===== config.mk =====
export PLATFORM = sky130hd
export DESIGN_NAME = sync_down_counter_timer
export DESIGN_NICKNAME = d
export VERILOG_FILES = /design/src/rtl/sync_down_counter_timer.sv
export SDC_FILE = /design/constraint.sdc
export NUM_CORES = 1
export LEC_CHECK = 0
export CORE_MARGIN = 8
export CORE_UTILIZATION = 29
export DETAILED_ROUTE_END_ITERATION = 16
export PLACE_DENSITY = 0.63
export SETUP_SLACK_MARGIN = 0.15
export SYNTH_ARGS = -nofsm -noshare
export SYNTH_HDL_FRONTEND = slang
export SYNTH_SLANG_ARGS = --single-unit

===== constraint.sdc =====
create_clock -name clk -period 1.8 [get_ports clk]
set_clock_uncertainty 0.05 [all_clocks]
set_input_delay 0.36 -clock clk [delete_from_list [all_inputs] [get_ports clk]]
set_output_delay 0.36 -clock clk [all_outputs]
set_load 0.005 [all_outputs]

===== src/rtl/sync_down_counter_timer.sv =====
// WIDTH-bit down-counter/timer: a start value loaded over valid/ready counts to zero, pulses tc, then reloads or stops.
// All outputs are registered or decoded from state; load_ready is low while counting (RUN/PAUSED).
module sync_down_counter_timer #(
  parameter int WIDTH = 4
) (
  input  logic             clk,
  input  logic             reset,
  input  logic             load_valid,
  output logic             load_ready,
  input  logic [WIDTH-1:0] load_value,
  input  logic             start,
  input  logic             pause,
  input  logic             abort,
  input  logic             auto_reload,
  output logic [WIDTH-1:0] Q,
  output logic             busy,
  output logic             tc,
  output logic             done
);

  typedef enum logic [1:0] {
    ST_IDLE   = 2'd0,
    ST_LOADED = 2'd1,
    ST_RUN    = 2'd2,
    ST_PAUSED = 2'd3
  } state_e;

  state_e           state_q, state_d;
  logic [WIDTH-1:0] q_q, q_d;
  logic [WIDTH-1:0] reload_q, reload_d;
  logic             tc_q, tc_d;
  logic             done_q, done_d;

  logic load_acc;
  logic q_is_zero;
  logic q_is_one;

  assign load_acc  = load_valid && load_ready;
  assign q_is_zero = (q_q == '0);
  assign q_is_one  = (q_q == WIDTH'(1));

  // State register
  always_ff @(posedge clk or negedge reset) begin
    if (!reset) begin
      state_q <= ST_IDLE;
    end else begin
      state_q <= state_d;
    end
  end

  // Next-state logic; abort beats load, load beats start, start beats pause
  always_comb begin
    state_d = state_q;
    if (abort) begin
      state_d = ST_IDLE;
    end else if (load_acc) begin
      state_d = ST_LOADED;
    end else begin
      case (state_q)
        ST_LOADED: begin
          if (start) begin
            state_d = q_is_zero ? ST_IDLE : ST_RUN;
          end
        end
        ST_RUN: begin
          if (pause) begin
            state_d = ST_PAUSED;
          end else if (q_is_one && !auto_reload) begin
            state_d = ST_IDLE;
          end
        end
        ST_PAUSED: begin
          if (!pause) begin
            state_d = ST_RUN;
          end
        end
        default: state_d = state_q;
      endcase
    end
  end

  // Outputs decoded from state
  always_comb begin
    load_ready = (state_q == ST_IDLE) || (state_q == ST_LOADED);
    busy       = (state_q == ST_RUN) || (state_q == ST_PAUSED);
  end

  // Datapath next values
  always_comb begin
    q_d      = q_q;
    reload_d = reload_q;
    tc_d     = 1'b0;
    done_d   = done_q;
    if (abort) begin
      q_d    = '0;
      done_d = 1'b0;
    end else if (load_acc) begin
      q_d      = load_value;
      reload_d = load_value;
      done_d   = 1'b0;
    end else begin
      case (state_q)
        ST_LOADED: begin
          // Starting from zero terminates immediately without any reload
          if (start && q_is_zero) begin
            tc_d   = 1'b1;
            done_d = 1'b1;
          end
        end
        ST_RUN: begin
          if (!pause) begin
            if (q_is_zero) begin
              q_d = reload_q;
            end else if (q_is_one) begin
              q_d  = '0;
              tc_d = 1'b1;
              if (!auto_reload) begin
                done_d = 1'b1;
              end
            end else begin
              q_d = q_q - WIDTH'(1);
            end
          end
        end
        default: begin
          q_d = q_q;
        end
      endcase
    end
  end

  always_ff @(posedge clk or negedge reset) begin
    if (!reset) begin
      q_q      <= '0;
      reload_q <= '0;
      tc_q     <= 1'b0;
      done_q   <= 1'b0;
    end else begin
      q_q      <= q_d;
      reload_q <= reload_d;
      tc_q     <= tc_d;
      done_q   <= done_d;
    end
  end

  assign Q    = q_q;
  assign tc   = tc_q;
  assign done = done_q;

endmodule


# Word-level counts from Yosys, hierarchy flattened

Index checks and enable logic that the tools add are counted.

Mux-type cells: 29
Bitwise logic cells: 1
Equal/unequal tests: 13
Add/sub/neg operators: 1
Reduce and logical (&&, ||, !) cells: 15

Operators with widths:

| cell                  | number |
|---|---|
| $mux W4               | 6 |
| $ne A4 B4 Y1 const B  | 6 |
| $mux W2               | 7 |
| $mux W1               | 13 |
| $pmux W2 S3           | 1 |
| $reduce_and A6 Y1     | 1 |
| $ne A5 B5 Y1 const B  | 1 |
| $reduce_bool A5 Y1    | 1 |
| $eq A2 B2 Y1 const B  | 2 |
| $eq A4 B1 Y1 const B  | 1 |
| $logic_not A4 Y1      | 1 |
| $ne A4 B3 Y1 const B  | 1 |
| $pmux W1 S2           | 2 |
| $reduce_and A2 Y1     | 2 |
| $reduce_and A4 Y1     | 1 |
| $reduce_bool A4 Y1    | 1 |
| $sub A4 B1 Y4 const B | 1 |
| $logic_and A1 B1 Y1   | 3 |
| $ne A3 B2 Y1 const B  | 1 |
| $reduce_bool A3 Y1    | 1 |
| $eq A2 B1 Y1 const B  | 1 |
| $logic_not A2 Y1      | 1 |
| $logic_or A1 B1 Y1    | 2 |
| $logic_not A1 Y1      | 1 |
| $not A1 Y1            | 1 |

Bits in registers: 12
Output and inout bits: 8

# Longest topological paths before layout

Depth in word-level cells: 7
Depth in mapped cells: 7
Mapped depth without buffers: 6

# Least setup slack after synthesis

OpenSTA, ideal clock, no wires.

Kind: register to register
From: register q_q[0] (netlist: Q[0])
To: register state_q[1]
Cell stages (with the launch flop): 8
Buffers on the path: 1
Clock period less this slack: 1.667 ns
Setup time: 0.135 ns
Setup slack: 0.133 ns
Data arrival time: 1.483 ns
Path through: dfrtp_1 -> inv_1 -> ha_1 -> buf_4 -> or3b_4 -> o21a_1 -> nor3_1 -> a211oi_1

Word-level cells in the longest chain between the ends: 6

RTL lines:

| item                   | RTL line | RTL |
|---|---|---|
| start, declared        | 29       | `logic [WIDTH-1:0] q_q, q_d;` |
| start signal, assigned | 139      | `q_q <= q_d;` |
| $logic_not A4 Y1       | 39       | `assign q_is_zero = (q_q == '0);` |
| $mux W2                | 62       | `state_d = q_is_zero ? ST_IDLE : ST_RUN;` |
| $mux W2                | 61       | `if (start) begin` |
| $pmux W2 S3            | 59       | `case (state_q)` |
| $mux W2                | 56       | `end else if (load_acc) begin` |
| $mux W2                | 54       | `if (abort) begin` |
| end signal, assigned   | 47       | `state_q <= state_d;` |
| end, declared          | 28       | `state_e state_q, state_d;` |

Several ways; a longest one is shown, not always the timed one. The select of a mux whose other input is x is not followed.
A chain may end at the register's enable or synchronous reset.

# Worst setup path after layout

From: register state_q[1]
To: output load_ready

Word-level cells in the longest chain between the ends: 2

RTL lines:

| item                                             | RTL line | RTL |
|---|---|---|
| $eq A2 B1 Y1 or $logic_not A2 Y1 (tied branches) | 84       | `load_ready = (state_q == ST_IDLE) \|\| (state_q == ST_LOADED);` |
| $logic_or A1 B1 Y1 (*)                           | 84       |  |
| end, declared                                    | 9        | `output logic load_ready,` |

Every way passes the cells marked *; elsewhere a longest branch is shown, timed or not.

==> impl_results.md <==
* Largest stage delay, worst path at 0.38 ns
* Critical path class: flop to primary output
* Syn Area/Cell at 9.38 um2
* PwrDens at 1120 nW/um2
* IO Pins at 19
* CP arrival at 1.31 ns
* Placed Cells incl. Taps at 143
* Largest net degree at the start of global routing at 13
* Initial Utilization at 0.296
* GPL Wtd Cong at 0.850
* DR DRC count at 0
* Seq/Total Area, Yosys at 0.381
* Worst-Skew Late Latency at 0.27 ns
* Yosys cell types at 31
* Max-capacitance violation count at 0
* DRT iter0 DRCs at 44
* Crit path required time at 1.39 ns
* Die height at 68.1 um
* CORE AREA at 2660 um2
* Drt first pass iters at 4
* Period minus WS final at 1.72 ns
* Area of the multi-input gates at 602 um2
* Initial antenna violation count at 0
* H-tree levels at 1
* Die Span X at 68.1 um
* CTS tree: yes
* Remaining global-route overflow at 0
* Max VDD drop at 0.000441 V
* Nets at 143
* Met2 WL at 1380 um
* Drt total wl at 2610 um
* Total vias in the final route at 824
* Via density at 5.28
* #FFs+latches synth at 12
* M1 WL at 1010 um
* Row count at 19
* RSZ-0062 raised after global routing: true
* Status: completed
* Worst Setup End Kind: primary output
* Worst min-delay path class: input port to async pin
* CTS Buf Count at 3
* PortBufs at 18
* Remaining antenna violation count after routing at 0
* Top delay family on crit path: flip-flops
* Area grow syn2layout at 69.0%
* First-pass GRT wire length at 4070 um
* Hpwl dp at 1750 um
* Non-filler cells, final at 156
* Period Utilization, post-route at 0.958
* Tot GR Track Use at 0.114
* Cells after Synth at 84
* Routed wire length per instance at 16.7 um
* Vias in the first global route at 869
* Slowest CP cell: dfrtp_1
* Crit path max fanout at 3
* Routed wl met3 at 144 um
* Final core occ at 0.500
* Final Power at 1490 uW
* Clock Pin Slew Worst Setup and Hold Paths at 0.08 ns
* Sink Count at 12
* Clock root cell: clkbuf_4
* FF/Latch Area at 304 um2
* Final Slew Violations at 0
* Post-synth design cell area at 788 um2
* Bufs and invs on worst path at 2
* Leakage at 0.000558 uW
* Top layer in use: met4
* Synth top area cells: dfrtp_1 38%, ha_1 9.5%, nand2_1 5.2%, mux2_1 4.3%, a311oi_2 3.8%
* CTS max path bufs at 2
* Relative slew slack at 0.620
* Post-synth top area share at 0.381
* Final setup viols at 0
* Fill count at 251
* Critical Path, Cell by Cell: inv_1 -> ha_2 -> or2_1 -> buf_2
* Worst Setup Slack post-DPL at -0.0693 ns
* Yosys warning count at 0
* Mapped Nets at 101
* Final setup margin at 0.0764 ns
* Yosys top cell by area: dfrtp_1
* Worst slew pin tran at 0.569 ns
* Die footprint at 4640 um2
* Fraction of layout instances using a drive strength above 1 at 0.440
* Max Fclk at 0.580 GHz
* N_diodes at 0
* Final hold vios at 0
* Startpoint class of the critical path: flop
-- placed cells by master (no fill, tap or decap), types with 2 or more instances in the layout --
| master | n |
|---|---|
| dfrtp_2 | 3 |
| nor2_2 | 2 |
| nor2b_1 | 2 |
| ha_4 | 5 |
| a31oi_1 | 2 |
| mux2_1 | 2 |
| clkdlybuf4s50_1 | 14 |
| o31ai_1 | 2 |
| nor2_1 | 6 |
| nand2_1 | 11 |
| or2_1 | 2 |
| inv_1 | 2 |
| nand2b_1 | 2 |
| buf_2 | 2 |
| buf_6 | 3 |
| inv_2 | 3 |
| buf_4 | 17 |
| clkbuf_4 | 3 |
| dfrtp_1 | 9 |
| o21ai_0 | 4 |
| a311oi_2 | 3 |
| nor3_1 | 2 |
-- layout make-up --
cell class,count,share of cell area
clock buffer,4,0.0272
multi-input combinational,66,0.452
tap,31,0.0291
sequential,12,0.228
timing repair buffer,38,0.250
inverter,5,0.0141
-- path summary, 6_finish.rpt --
path	startpoint	endpoint	slack (ns)	cells past startpoint
setup / recovery	state_q[1]$_DFFE_PN0P_	load_ready	0.08	4
hold / removal	reset	state_q[0]$_DFFE_PN0P_	0.39	1
setup reg to reg	Q[0]$_DFFE_PN0P_	state_q[1]$_DFFE_PN0P_	0.12	6
hold reg to reg	reload_q[2]$_DFFE_PN0P_	reload_q[2]$_DFFE_PN0P_	0.46	1
max in group asynchronous	reset	Q[3]$_DFFE_PN0P_	0.90	1
min in group clk	reload_q[2]$_DFFE_PN0P_	reload_q[2]$_DFFE_PN0P_	0.46	1
-- worst reg2reg max path: cells and delay by family (launching register included) --
| family | cells | cell delay, ns |
|---|---|---|
| flip-flops | 1 | 0.44 |
| buffers and inverters | 1 | 0.09 |
| adder cells (fa/ha/maj) | 1 | 0.16 |
| AO/OA/AOI/OAI | 2 | 0.24 |
| AND/OR/NAND/NOR | 2 | 0.58 |
-- power breakdown --
part           switching (uW)  internal [uW]  total (uW)
Sequential               54.6            343         397
Clock                    95.3            123         218
Combinational             417            461         878
Total                     567            926        1490
-- registers in the layout, summed over array words and instances, names as in the netlist --
name	flops
Q	4
tc	1
reload_q	4
done	1
state_q	2
-- logic make-up after synthesis --
logic type,share of synthesized area
compound gates,0.200
fa+ha+maj,0.0952
buf+inv,0.0333
flops,0.381
mux,0.0429
simple gates,0.248
-- Yosys cell counts (all sizes together) --
cell	number
or3b	1
buf	1
nor4b	1
a31oi	2
o21ai	6
a32oi	1
and3	1
nand2b	3
nor3	4
and2b	1
dfrtp	12
o21a	1
nor2	8
o31ai	2
nand2	11
a21bo	1
inv	5
a311oi	3
a211oi	2
mux2	3
ha	6
nand4	1
o2111ai	1
nor2b	2
o211ai	1
or2	3
or3	1
-- per-layer routing --
layer,vias to the layer above,global-route usage
met2,27,0.192
met3,8,0.0262
li1,383,-
met5,-,0
met4,0,0.0665
met1,406,0.129
-- repair_timing --
item | in CTS | in global routing
pin swaps | 3 | 7
setup endpoints to repair | 12 | 12
setup buffers | 7 | 2
gates cloned | 0 | 0
gates resized for setup | 26 | 19
hold buffers | 0 | 0
-- stage by stage --
step | setup TNS, ns | hold slack (ns) | instance area [um2]
floorplan | 0 | 0.0144 | 792
detailed placement | -0.0693 | 0.446 | 1080
finish | 0 | 0.394 | 1330
global route | 0 | 0.453 | 1330
global placement | 0 | 0.424 | 1080
CTS | 0 | 0.416 | 1240
Power figures use the tool's default switching activity.
